==> src/rtl/xif_alu_coproc.sv <==
// xif_alu_coproc: eXtension-interface ALU coprocessor (custom-0 R-type).
// Accepted instructions are computed at issue time and parked in a small
// in-order buffer until the core commits or kills them; committed results
// retire from the head in issue order.
// Optional feature: define XIF_COPROC_MUL_EN to enable funct3=3 (MUL low).
module xif_alu_coproc #(
  parameter int DEPTH      = 4,
  parameter int X_ID_WIDTH = 4
) (
  input  logic                  clk_i,
  input  logic                  rst_ni,
  input  logic                  issue_valid_i,
  output logic                  issue_ready_o,
  input  logic [31:0]           issue_instr_i,
  input  logic [X_ID_WIDTH-1:0] issue_id_i,
  input  logic [31:0]           issue_rs0_i,
  input  logic [31:0]           issue_rs1_i,
  input  logic [1:0]            issue_rs_valid_i,
  output logic                  issue_accept_o,
  output logic                  issue_writeback_o,
  input  logic                  commit_valid_i,
  input  logic [X_ID_WIDTH-1:0] commit_id_i,
  input  logic                  commit_kill_i,
  output logic                  result_valid_o,
  input  logic                  result_ready_i,
  output logic [X_ID_WIDTH-1:0] result_id_o,
  output logic [31:0]           result_data_o,
  output logic [4:0]            result_rd_o,
  output logic                  result_we_o
);

  localparam int PTR_W = (DEPTH > 1) ? $clog2(DEPTH) : 1;
  localparam int CNT_W = $clog2(DEPTH + 1);

  typedef enum logic [1:0] {
    ENT_EMPTY,
    ENT_ISSUED,
    ENT_COMMITTED
  } ent_state_t;

  ent_state_t            ent_state [DEPTH];
  logic [X_ID_WIDTH-1:0] ent_id    [DEPTH];
  logic [4:0]            ent_rd    [DEPTH];
  logic [31:0]           ent_data  [DEPTH];

  logic [PTR_W-1:0] head;
  logic [PTR_W-1:0] tail;
  logic [CNT_W-1:0] count;

  logic        opcode_ok;
  logic        funct7_ok;
  logic        op_supported;
  logic [31:0] alu_result;
  logic        full;
  logic        do_issue;
  logic        skip;
  logic        do_pop;
  logic        commit_hit;
  logic [PTR_W-1:0] commit_idx;
  logic [PTR_W-1:0] scan_idx;

  // Register-address fields are not needed: operands arrive by value.
  logic unused_instr_bits;
  assign unused_instr_bits = ^issue_instr_i[24:15];

  // Decode the instruction word and compute the result at issue time.
  always_comb begin
    op_supported = 1'b0;
    alu_result   = 32'd0;
    opcode_ok    = (issue_instr_i[6:0] == 7'h0B);
    funct7_ok    = (issue_instr_i[31:25] == 7'd0);
    case (issue_instr_i[14:12])
      3'd0: begin op_supported = 1'b1; alu_result = issue_rs0_i + issue_rs1_i; end
      3'd1: begin op_supported = 1'b1; alu_result = issue_rs0_i - issue_rs1_i; end
      3'd2: begin op_supported = 1'b1; alu_result = issue_rs0_i ^ issue_rs1_i; end
`ifdef XIF_COPROC_MUL_EN
      3'd3: begin op_supported = 1'b1; alu_result = issue_rs0_i * issue_rs1_i; end
`endif
      default: ;
    endcase
  end

  assign issue_accept_o    = opcode_ok && funct7_ok && op_supported && (issue_rs_valid_i == 2'b11);
  assign issue_writeback_o = issue_accept_o;

  assign full          = (count == CNT_W'(DEPTH));
  assign issue_ready_o = !full;
  assign do_issue      = issue_valid_i && issue_ready_o && issue_accept_o;

  // A squashed entry shows up as EMPTY inside the occupied region.
  assign result_valid_o = (ent_state[head] == ENT_COMMITTED);
  assign skip           = (ent_state[head] == ENT_EMPTY) && (count != '0);
  assign do_pop         = (result_valid_o && result_ready_i) || skip;

  assign result_we_o   = result_valid_o;
  assign result_id_o   = result_valid_o ? ent_id[head]   : '0;
  assign result_data_o = result_valid_o ? ent_data[head] : 32'd0;
  assign result_rd_o   = result_valid_o ? ent_rd[head]   : 5'd0;

  // Find the oldest ISSUED entry whose ID matches the commit, scanning from head.
  always_comb begin
    commit_hit = 1'b0;
    commit_idx = '0;
    scan_idx   = '0;
    for (int k = 0; k < DEPTH; k++) begin
      scan_idx = head + PTR_W'(k);
      if (!commit_hit && commit_valid_i && (CNT_W'(k) < count) &&
          (ent_state[scan_idx] == ENT_ISSUED) && (ent_id[scan_idx] == commit_id_i)) begin
        commit_hit = 1'b1;
        commit_idx = scan_idx;
      end
    end
  end

  // Buffer state: allocate at tail, commit/kill in place, retire or skip at head.
  always_ff @(posedge clk_i) begin
    if (!rst_ni) begin
      for (int i = 0; i < DEPTH; i++) begin
        ent_state[i] <= ENT_EMPTY;
        ent_id[i]    <= '0;
        ent_rd[i]    <= 5'd0;
        ent_data[i]  <= 32'd0;
      end
      head  <= '0;
      tail  <= '0;
      count <= '0;
    end else begin
      if (do_issue) begin
        ent_state[tail] <= ENT_ISSUED;
        ent_id[tail]    <= issue_id_i;
        ent_rd[tail]    <= issue_instr_i[11:7];
        ent_data[tail]  <= alu_result;
        tail            <= tail + PTR_W'(1);
      end
      if (commit_hit) begin
        ent_state[commit_idx] <= commit_kill_i ? ENT_EMPTY : ENT_COMMITTED;
      end
      if (do_pop) begin
        ent_state[head] <= ENT_EMPTY;
        head            <= head + PTR_W'(1);
      end
      case ({do_issue, do_pop})
        2'b10:   count <= count + CNT_W'(1);
        2'b01:   count <= count - CNT_W'(1);
        default: ;
      endcase
    end
  end

endmodule

==> config.mk <==
export PLATFORM = sky130hd
export DESIGN_NAME = xif_alu_coproc
export DESIGN_NICKNAME = d
export VERILOG_FILES = /design/src/rtl/xif_alu_coproc.sv
export SDC_FILE = /design/constraint.sdc
export NUM_CORES = 1
export LEC_CHECK = 0
export ABC_AREA = 1
export BUFFER_PORTS_ARGS = -buffer_cell sky130_fd_sc_hd__buf_2
export CAP_MARGIN = 5
export CELL_PAD_IN_SITES_DETAIL_PLACEMENT = 0
export CELL_PAD_IN_SITES_GLOBAL_PLACEMENT = 2
export CORE_MARGIN = 8
export CORE_UTILIZATION = 31
export CTS_CLUSTER_SIZE = 25
export DETAILED_ROUTE_END_ITERATION = 10
export PLACE_DENSITY = 0.86
export SYNTH_ARGS = -nofsm -noshare
export SYNTH_HDL_FRONTEND = slang
export SYNTH_SLANG_ARGS = --single-unit
==> constraint.sdc <==
create_clock -name clk_i -period 3.1 [get_ports clk_i]
set_input_delay 0.155 -clock clk_i [delete_from_list [all_inputs] [get_ports clk_i]]
set_output_delay 0.155 -clock clk_i [all_outputs]
set_load 0.03 [all_outputs]
# == Yosys cells after proc, flatten, opt, wreduce, memory -nomap -nowiden ==
# Memories as Yosys holds them, arrays and structs flattened. A register that Yosys moved wholly into a read port is not among the register bits.
# Index checks and enable logic that the tools add are counted.
# classes
muxes,51
eq_ne,16
add_sub_neg,8
n_reduce_logical,39
magnitude_cmp,4
n_bitwise,1
# op_table
op,n
$pmux W32 S3,1
$mux W32,2
$mux W2,22
$add A32 B32 Y32,1
$reduce_or A32 Y1,1
$sub A32 B32 Y32,1
$xor A32 B32 Y32,1
$logic_and A1 B1 Y1,22
$mux W1,21
$eq A4 B4 Y1,4
$eq A2 B1 Y1 const B,5
$mux W5,2
$mux W4,2
$eq A7 B4 Y1 const B,1
$logic_not A7 Y1,1
$eq A2 B2 Y1 const B,3
$lt A1 B3 Y1 const A,2
$lt A2 B3 Y1 const A,2
$pmux W3 S2,1
$reduce_or A2 Y1,3
$reduce_or A5 Y1,1
$add A2 B1 Y2 const B,2
$add A2 B2 Y2 const B,2
$logic_not A1 Y1,4
other kinds (12),12
# totals
out_inout_bits,46
memories,4
regBits,7
elab_cells,126
inputBits,112
ram_bits,172
# memory_table
memory,words,width,rd,rd_clocked_by_memory_dff,write_ports,line,source
ent_data,4,32,1,1,4,44,logic [31:0] ent_data [DEPTH];
ent_rd,4,5,1,1,4,43,logic [4:0] ent_rd [DEPTH];
ent_id,4,4,4,1,4,42,logic [X_ID_WIDTH-1:0] ent_id [DEPTH];
ent_state,4,2,4,1,4,41,ent_state_t ent_state [DEPTH];

# == Depth between registers and ports, before layout ==
# depth
ltp_word,28
mapped_depth,26
mapped_depth_nobuf,26

# == Worst setup path after synthesis ==
# Ideal clock, no wire load.
# synth_timing
path_kind,input -> register
from,input port issue_rs1_i[1]
to,memory ent_data[3][31] (data pin)
t_required_ns,2.834
setup_time_ns,0.266
stages,24
t_arrival_ns,2.836
path_slack_ns,-0.002
path_buffers,0
path_cell_list,inv_1 -> ha_1 -> nand3_1 -> nor3_1 -> nand2_1 -> nor2_1 -> nand3_1 -> nor3_1 -> nor2_1 -> a21oi_2 -> o21ai_0 -> xnor2_1 -> ha_1 -> inv_1 -> nor3_1 -> nand2_1 -> nor3_1 -> nand2_1 -> nand2_1 -> nand2_1 -> nand2_1 -> o21ai_0 -> inv_1 -> nor2_1
# synth_lines
element,line,source
start: declaration,17,"input logic [31:0] issue_rs1_i,"
end: declaration,44,

==> run metrics <==
Clk pin slew, worst setup/hold paths=approximately 0.070 ns; Detailed Route WL=roughly 41000 um; commonest non-fill, non-tap cell in the layout=nor2_1; setup violators final=0; number of max-cap violations=0; I/O pins=158; ranking of synthesized cells by area=edfxtp_1 40%, nor2_1 11%, nand2_1 9.0%; Hold Crit Class=in2reg; peak fanout along the critical path=slightly above 40; Final Cycle Share=a little over nine tenths; highest achievable clock rate=roughly 340 MHz; worst-case vdd ir drop=between 0.0004 and 0.0005 V; Final Hold Fails=0; Worst path slowest cell=a21oi_1; Sink Count=~180; Die Y=between 200 and 250 um; Root Driver=clkbuf_16; Post-synth EDFFs=164; Syn Area/Cell=roughly 7.4 um2; status=completed; Setup Crit Path Kind=reg2out; cts bufs inserted=17; share of synthesized flip-flops with an asynchronous set or reset=0%; P&R area growth vs syn=28.3%; router iterations before antenna repair=6; CP arrival=around 2.8 ns; Final Slew Violations=0; max layer used=met4; startpoint types=flop; Tightest Pin Transition=about 1 ns; Synth Flop Type=edfxtp_1; hold path depth=4; Yosys top cell by area=edfxtp_1; Place WS=-0.821 ns; GPL Wtd Cong=0.863; WP buf/inv=4; #FFs+latches synth=181; drc violations=0; CP Capture Type=output pin; Post-DRT Antenna Nets=0; synthesized instance count=around 1700; Iteration-0 DRC Markers=between 700 and 800; initial cell density of the core=31.2%; clock network latency to the later pin of the worst-skew pair=about 0.44 ns; Final TNS setup=0 ns; Tot Pwr=just over 9 mW; register-to-register path setup slack=between 0.5 and 0.6 ns; CTS tree=built; wire per inst=between 15 and 20 um; hold buffer count at CTS=0; Yosys top cell area share=between 30% and 40%; Setup WS post-layout=~0.13 ns; most frequent cells in the layout=362 x nor2_1, 277 x nand2_1, 165 x buf_4; post-synth net total=approximately 1800; worst reg2reg path depth=9; M1 WL=between 15000 and 20000 um; DR WL met2=about 20000 um; Nets=between 2000 and 2500; Core Region=between 30000 and 40000 um2; synth unique cells=between 40 and 50; layout cells sized above 1=25.8%; first-pass GRT wire length=around 65000 um; CP max stage delay=roughly 0.47 ns; Clock H-tree levels=4; worst clock skew=0.0135 ns; Min Clock Period, post-route=about 3 ns; largest net degree at the start of global routing=63; sequential fraction of the synthesis area=approximately 43%; number of global-route vias before repair=roughly 12000; worst flop-to-flop path startpoint=count[0]; num rows=73; Synth Cell Area=approximately 12000 um2; die width=216 um; Rel. slew slack=approximately 33%; met3 wire len=1720 um; Crit path max-delay family=buffers and inverters; vias per cell=~4.8; HPWL Detailed=30300 um; # port buffers=around 150; Die ar.=between 40000 and 50000 um2; Ys Warns=0; GRT Resource Usage Total=about 17%; fill count=between 4000 and 5000; RSZ-0062 raised after global routing=yes; ANT cells=0; Min-Delay Startpoint=commit_kill_i; total gr overflow=0; Worst Hold End=ent_state[2][1]; LEAKAGE=6.80 nW; cell breakdown of the critical path=inv_2 > nand2_1 > nand3_1 > nand2_1 > nor2_1 > inv_2 > buf_4 > a21oi_1 > buf_2; Power Density=between 500 and 600 nW/um2; Reg2Reg Capture Point=ent_data[3][26]; initial antenna violation count=0; overall via count from detail_route=between 10000 and 15000; worst endpoint required time=between 2 and 3 ns; CTS Buffer Depth=2
==> Yosys cell counts, types with 11 or more instances <==
library cell	count
nor2_1	377
nand2_1	297
edfxtp_1	164
inv_1	142
o21ai_0	139
a21oi_1	122
nand3_1	110
clkbuf_1	42
ha_1	40
xor2_1	35
nor3_1	34
xnor2_1	27
dfxtp_1	17
inv_2	11
==> metrics by stage <==
stage | util, % | hold slack, ns | instance area, um2 | cells
after floorplan | - | 0.338 | 12400 | 1664
after global placement | 37.3 | 0.496 | 14800 | 2435
after detailed placement | 37.3 | 0.500 | 14800 | 2435
after CTS | 39.2 | 0.0374 | 15500 | 2470
after global routing | 40.1 | 0.0608 | 15900 | 2472
final | 40.1 | 0.0708 | 15900 | 2472
==> cell type report <==
class | instances | area, um2 | area share (%)
clock buffers | 17 | 425 | 2.68
clock inverters | 15 | 146 | 0.923
inverters | 153 | 584 | 3.68
multi-input cells | 1264 | 6690 | 42.2
flip-flops and latches | 181 | 5270 | 33.2
well taps | 525 | 657 | 4.14
repair buffers | 317 | 2090 | 13.2
==> worst min-delay path, stage by stage <==
cell	delay, ns
buf_2	0.11
nand3_1	0.09
nand2_1	0.06
nor2_1	0.04
==> power by group <==
| part | leakage [nW] | switching [mW] | internal [mW] |
|---|---|---|---|
| registers | 1.83 | 0.0533 | 2.76 |
| logic | 4.69 | 2.88 | 1.38 |
| clock network | 0.277 | 1.03 | 1.07 |
==> metal layers <==
metal,track usage [%],vias up
met3,1.78,38
met2,30.2,298
li1,-,6059
met5,0,-
met1,22.5,5558
met4,4.13,0
==> flip-flops by register name, summed over array words and instances, names as in the netlist, named ones only <==
signal,count
ent_data,128
tail,2
head,2
count,3
ent_id,16
ent_rd,20
ent_state,8
==> cells by family (layout without fill, tap and decap cells) <==
kind of cell	count (synthesis)	in the layout	share of synthesized area, %
buf+inv	219	502	7.08
simple gates	863	863	28.9
fa+ha+maj	41	41	4.21
xor+xnor	62	62	4.39
compound gates	298	298	12.8
flops	181	181	42.6
==> worst max-delay path by stage <==
stage | startpoint | end | slack [ns] | cells past startpoint
floorplan | issue_rs1_i[1] | ent_data[3][31] | 0.04 | 24
global placement | issue_rs1_i[1] | ent_data[3][28] | -0.86 | 24
detailed placement | issue_rs1_i[1] | ent_data[3][28] | -0.82 | 24
CTS | issue_rs1_i[1] | ent_data[3][28] | -0.004 | 24
global route | issue_rs1_i[6] | ent_data[3][31] | -0.13 | 24
finish | flop | result_data_o[12] | 0.13 | 9
==> timing repair <==
| item | in CTS | in global routing |
|---|---|---|
| resized for setup | 51 | 107 |
| pin swaps | 20 | 30 |
| endpoints found under the hold margin | 0 | 0 |
| setup buffers | 3 | 2 |
| endpoints found under the setup margin | 51 | 87 |
Power figures use the tool's default switching activity.
